### config.mk
export PLATFORM = sky130hd
export DESIGN_NAME = core_avalon_bridge
export DESIGN_NICKNAME = d
export VERILOG_FILES = /design/src/rtl/core_avalon_bridge.sv
export SDC_FILE = /design/constraint.sdc
export NUM_CORES = 1
export LEC_CHECK = 0
export BUFFER_PORTS_ARGS = -buffer_cell sky130_fd_sc_hd__buf_2
export CAP_MARGIN = 20
export CORE_ASPECT_RATIO = 1.4
export CORE_UTILIZATION = 45
export CTS_CLUSTER_SIZE = 14
export DETAILED_ROUTE_END_ITERATION = 10
export GPL_TIMING_DRIVEN = 0
export PLACE_DENSITY = 0.8
export SYNTH_ARGS = -nofsm -noshare
export SYNTH_HDL_FRONTEND = slang
export SYNTH_SLANG_ARGS = --single-unit
### constraint.sdc
create_clock -name clk -period 2 [get_ports clk]
set_input_delay 0.1 -clock clk [delete_from_list [all_inputs] [get_ports clk]]
set_output_delay 0.1 -clock clk [all_outputs]
set_load 0.01 [all_outputs]
### src/rtl/core_avalon_bridge.sv
`default_nettype none
// ============================================================================
// core_avalon_bridge
// Turns each core start/ready load-store request into one Avalon-MM transaction.
// Optional macro BUS_TIMEOUT_EN adds a CMD/RDATA timeout reported on bus_err.
// Revision: 1.0
// ============================================================================
module core_avalon_bridge #(
   parameter int ADDR_W         = 30,
   parameter int DATA_W         = 32,
   parameter int TIMEOUT_CYCLES = 1024
) (
   input  logic                clk,
   input  logic                rst_n,
   input  logic                start,
   input  logic                write,
   input  logic [ADDR_W-1:0]   addr,
   input  logic [DATA_W-1:0]   data_wr,
   output logic                ready,
   output logic [DATA_W-1:0]   data_rd,
   output logic [ADDR_W+1:0]   avl_address,
   output logic                avl_read,
   output logic                avl_write,
   output logic [DATA_W-1:0]   avl_writedata,
   output logic [3:0]          avl_byteenable,
   input  logic                avl_waitrequest,
   input  logic [DATA_W-1:0]   avl_readdata,
   input  logic                avl_readdatavalid,
   output logic                bus_err
);

   typedef enum logic [1:0] {
      IDLE  = 2'd0,
      CMD   = 2'd1,
      RDATA = 2'd2
   } state_t;

   state_t              state_q, state_d;
   logic                is_write_q, is_write_d;
   logic                ready_q, ready_d;
   logic                bus_err_q, bus_err_d;
   logic [DATA_W-1:0]   data_rd_q, data_rd_d;
   logic [ADDR_W+1:0]   avl_address_q, avl_address_d;
   logic                avl_read_q, avl_read_d;
   logic                avl_write_q, avl_write_d;
   logic [DATA_W-1:0]   avl_writedata_q, avl_writedata_d;
   logic                timeout;

`ifdef BUS_TIMEOUT_EN
   localparam int CNT_W = ($clog2(TIMEOUT_CYCLES + 1) < 10) ? 10 : $clog2(TIMEOUT_CYCLES + 1);
   logic [CNT_W-1:0]    cnt_q, cnt_d;

   assign timeout = (cnt_q == CNT_W'(TIMEOUT_CYCLES));

   always_ff @(posedge clk or negedge rst_n) begin
      if (!rst_n) cnt_q <= '0;
      else        cnt_q <= cnt_d;
   end
`else
   assign timeout = 1'b0;
`endif

   always_comb begin
      state_d         = state_q;
      is_write_d      = is_write_q;
      ready_d         = 1'b0;
      bus_err_d       = 1'b0;
      data_rd_d       = data_rd_q;
      avl_address_d   = avl_address_q;
      avl_read_d      = avl_read_q;
      avl_write_d     = avl_write_q;
      avl_writedata_d = avl_writedata_q;
`ifdef BUS_TIMEOUT_EN
      cnt_d           = (state_q == IDLE) ? cnt_q : cnt_q + CNT_W'(1);
`endif
      case (state_q)
         IDLE: begin
            if (start) begin
               state_d         = CMD;
               is_write_d      = write;
               avl_address_d   = {addr, 2'b00};
               avl_read_d      = !write;
               avl_write_d     = write;
               avl_writedata_d = data_wr;
`ifdef BUS_TIMEOUT_EN
               cnt_d           = '0;
`endif
            end
         end
         CMD: begin
            // A normal accept on the limit cycle takes priority over the timeout.
            if (!avl_waitrequest) begin
               avl_read_d  = 1'b0;
               avl_write_d = 1'b0;
               if (is_write_q) begin
                  ready_d = 1'b1;
                  state_d = IDLE;
               end else begin
                  state_d = RDATA;
               end
            end else if (timeout) begin
               avl_read_d  = 1'b0;
               avl_write_d = 1'b0;
               ready_d     = 1'b1;
               bus_err_d   = 1'b1;
               if (!is_write_q) data_rd_d = '1;
               state_d     = IDLE;
            end
         end
         RDATA: begin
            if (avl_readdatavalid) begin
               data_rd_d = avl_readdata;
               ready_d   = 1'b1;
               state_d   = IDLE;
            end else if (timeout) begin
               data_rd_d = '1;
               ready_d   = 1'b1;
               bus_err_d = 1'b1;
               state_d   = IDLE;
            end
         end
         default: state_d = IDLE;
      endcase
   end

   always_ff @(posedge clk or negedge rst_n) begin
      if (!rst_n) begin
         state_q         <= IDLE;
         is_write_q      <= 1'b0;
         ready_q         <= 1'b0;
         bus_err_q       <= 1'b0;
         data_rd_q       <= '0;
         avl_address_q   <= '0;
         avl_read_q      <= 1'b0;
         avl_write_q     <= 1'b0;
         avl_writedata_q <= '0;
      end else begin
         state_q         <= state_d;
         is_write_q      <= is_write_d;
         ready_q         <= ready_d;
         bus_err_q       <= bus_err_d;
         data_rd_q       <= data_rd_d;
         avl_address_q   <= avl_address_d;
         avl_read_q      <= avl_read_d;
         avl_write_q     <= avl_write_d;
         avl_writedata_q <= avl_writedata_d;
      end
   end

   assign ready          = ready_q;
   assign bus_err        = bus_err_q;
   assign data_rd        = data_rd_q;
   assign avl_address    = avl_address_q;
   assign avl_read       = avl_read_q;
   assign avl_write      = avl_write_q;
   assign avl_writedata  = avl_writedata_q;
   assign avl_byteenable = 4'hF;

`ifndef SYNTHESIS
   // A new request while busy is dropped by the FSM; flag it for the core designer.
   always_ff @(posedge clk) begin
      if (rst_n) begin
         assert (!(start && state_q != IDLE))
            else $warning("core_avalon_bridge: start ignored while busy");
      end
   end
`endif

endmodule
`default_nettype wire

==> metrics <==
status=complete, no violations; die area=around 9100 um^2; total gr overflow=0; post-synthesis register bit count=100; Vias/cell=4.631; Mapped Cells=around 240; via count=about 3000; Hold Crit Endpoint=avl_address[8]; DRC=0; crit path DAT=1860 ps; Initial Util=46.02%; hold-fix buffers at CTS=72; max_cap viols=0; CTS Sinks=100; hold path cells=2; Max clock buf depth=2; kind of end point of the critical path=flip-flop; Primary FF master, synth=dfrtp_1; critical path's top delay family=flip-flops; top-area cell type share of the netlist area=63.53%; Post-synth top cells=dfrtp_1, mux2_2, buf_4; Crit path buffers/inverters=2; clk slew on worst S/H paths=60 ps; P_leak=3.080 nW; die height=112.7 um; antenna violations before repair=0; ANT cells=0; synth unique cells=20; Hold Crit Class=in -> reg; # nets final=630; Worst R2R End=data_rd[12]; die width=81.07 um; total track usage=21.15%; area leader, netlist=dfrtp_1; Final HPWL DP=6.029 mm; Worst EP required=around 2200 ps; fmax=0.6048 GHz; most frequent cell after synthesis=dfrtp_1; number of setup buffers added after CTS=0; drt pass-1 iters=4; critical path class=reg -> reg; Row Count=40; Worst-Skew Late Latency=330 ps; Worst Clk Skew=7.493 ps; cells on worst reg2reg path=5; H-tree Lvls=3; CTS tree=built; worst path cell trace=inv_1 -> ha_1 -> nand2_1 -> buf_2 -> mux2_2; Num CTS Buffers=9; CORE AREA=8558 um^2; Post-Synthesis Cell Area=3939 um^2; Max stage delay on crit path=390 ps; Antenna Nets Post-Route=0; asr flop ratio synth=100.0%; Avg WL per Cell=14.88 um; Hold Path Origin=addr[6]; IR drop worst, VDD=between 0.7 and 0.8 mV; crit share post-route=82.67%; final setup violation count=0; Seq/Total Area, Yosys=63.53%; fraction of layout cells with a size suffix above 1=61.81%; first-pass GRT wire length=14.44 mm; slowest stage cell, crit path=dfrtp_1; ranking of synthesized cells by area=dfrtp_1, mux2_2, clkbuf_8; reg2reg setup slack=around 350 ps; startpoint types=flip-flop; Resize count post-CTS=0; Slew Limit Fails=0; syn_area_per_cell=16.62 um^2; Final Critical Period=1653 ps; EDFF count, synth=0; DRT iter0 DRCs=between 70 and 80; Layout Utilization=between 70% and 80%; Fin Hold WS=7.175 ps; largest net degree at the start of global routing=51; power per standard cell area=1417 nW/um^2; worst-path fanout max=10; Port Buffers=196; io pins=204; fillcell total=590; RSZ-0062 raised after global routing=false; Ys Warns=0; CTS root buffer=clkbuf_16; vias in the first global route=3102; WL final=9.434 mm; RePlAce Congestion=0.7053; P&R area growth vs syn=56.04%; Final Hold Fails=0; reg-to-reg startpoint=state_q[0]
[report_power, final]
group	leakage [nW]	switching (mW)	internal, mW
clock	0.133	0.703	0.900
combinational	1.76	1.60	1.97
sequential	1.19	0.485	3.05
[worst max path at each step]
stage / start / endpoint / slack [ps] / cells after the start
after detailed placement: state_q[0] / data_rd[10] / 350 / 5
after global placement: rst_n / avl_writedata[18] / -120 / 1
final: state_q[0] / data_rd[12] / 350 / 5
after CTS: state_q[0] / data_rd[21] / 340 / 5
after global routing: state_q[0] / data_rd[12] / 260 / 5
after floorplan: state_q[0] / data_rd[10] / 530 / 5
[layer usage]
| layer | vias up | part of all wire (%) | track usage (%) |
|---|---|---|---|
| li1 | 1380 | - | - |
| met1 | 1408 | 37 | 23.29 |
| met2 | 127 | 54 | 38.32 |
| met3 | 21 | 5.7 | 3.629 |
| met4 | 0 | 2.7 | 10.12 |
| met5 | - | 0 | 0 |
[kinds of logic after synthesis]
logic type	synth area share [%]
adder cells (fa/ha/maj)	1.588
buffers and inverters	4.003
flip-flops	63.53
multiplexers	28.46
AO/OA/AOI/OAI	0.5720
other	0.1907
AND/OR/NAND/NOR	1.652
[per-stage QoR]
| step | cells | cell area (um^2) | total power [mW] | setup TNS [ps] | setup slack (ps) |
|---|---|---|---|---|---|
| after detailed placement | 545 | 5127 | 7.029 | 0 | 347.7 |
| after CTS | 632 | 6126 | 8.754 | 0 | 338.6 |
| final | 634 | 6146 | 8.709 | 0 | 346.6 |
| after global placement | 543 | 5070 | 6.865 | -10720 | -116.0 |
| after global routing | 634 | 6146 | 9.241 | 0 | 263.9 |
| after floorplan | 242 | 3958 | 5.574 | 0 | 530.6 |
[flip-flops by register name, indices dropped and copies added, names as in the netlist]
| signal | flops |
|---|---|
| avl_address | 30 |
| avl_read | 1 |
| avl_write | 1 |
| avl_writedata | 32 |
| data_rd | 32 |
| is_write_q | 1 |
| ready | 1 |
| state_q | 2 |
[cells in the final DEF (no fill, tap or decap)]
cell type      netlist  layout
conb_1               2       7
clkbuf_8             6       8
buf_2                3     198
inv_1                2       2
dlygate4sd3_1        0      74
ha_1                 5       5
mux2_4               5       5
clkinv_2             0       2
o211ai_1             1       1
nor2_1               1       1
nand3b_1             1       1
buf_4                7       8
a21o_1               1       1
nand2_1              3       3
mux2_2              92      92
buf_16               0       2
a21boi_0             1       1
nand3_1              1       1
nand2b_1             3       3
clkinvlp_4           0       2
nand2_4              1       1
clkbuf_16            0       9
nor3b_1              1       1
dfrtp_1            100     100
mux2i_1              1       1
[area by class of cell]
| type | count | area (um^2) | share of cell area, % |
|---|---|---|---|
| tap | 105 | 131.4 | 2.138 |
| sequential | 100 | 2502 | 40.72 |
| clock inverter | 4 | 25.02 | 0.4072 |
| multi-input combinational | 124 | 1297 | 21.11 |
| buffer | 16 | 150.1 | 2.443 |
| timing repair buffer | 272 | 1779 | 28.95 |
| inverter | 2 | 7.507 | 0.1221 |
| clock buffer | 11 | 252.7 | 4.112 |
Note: power is estimated with default switching activity, not from simulation.
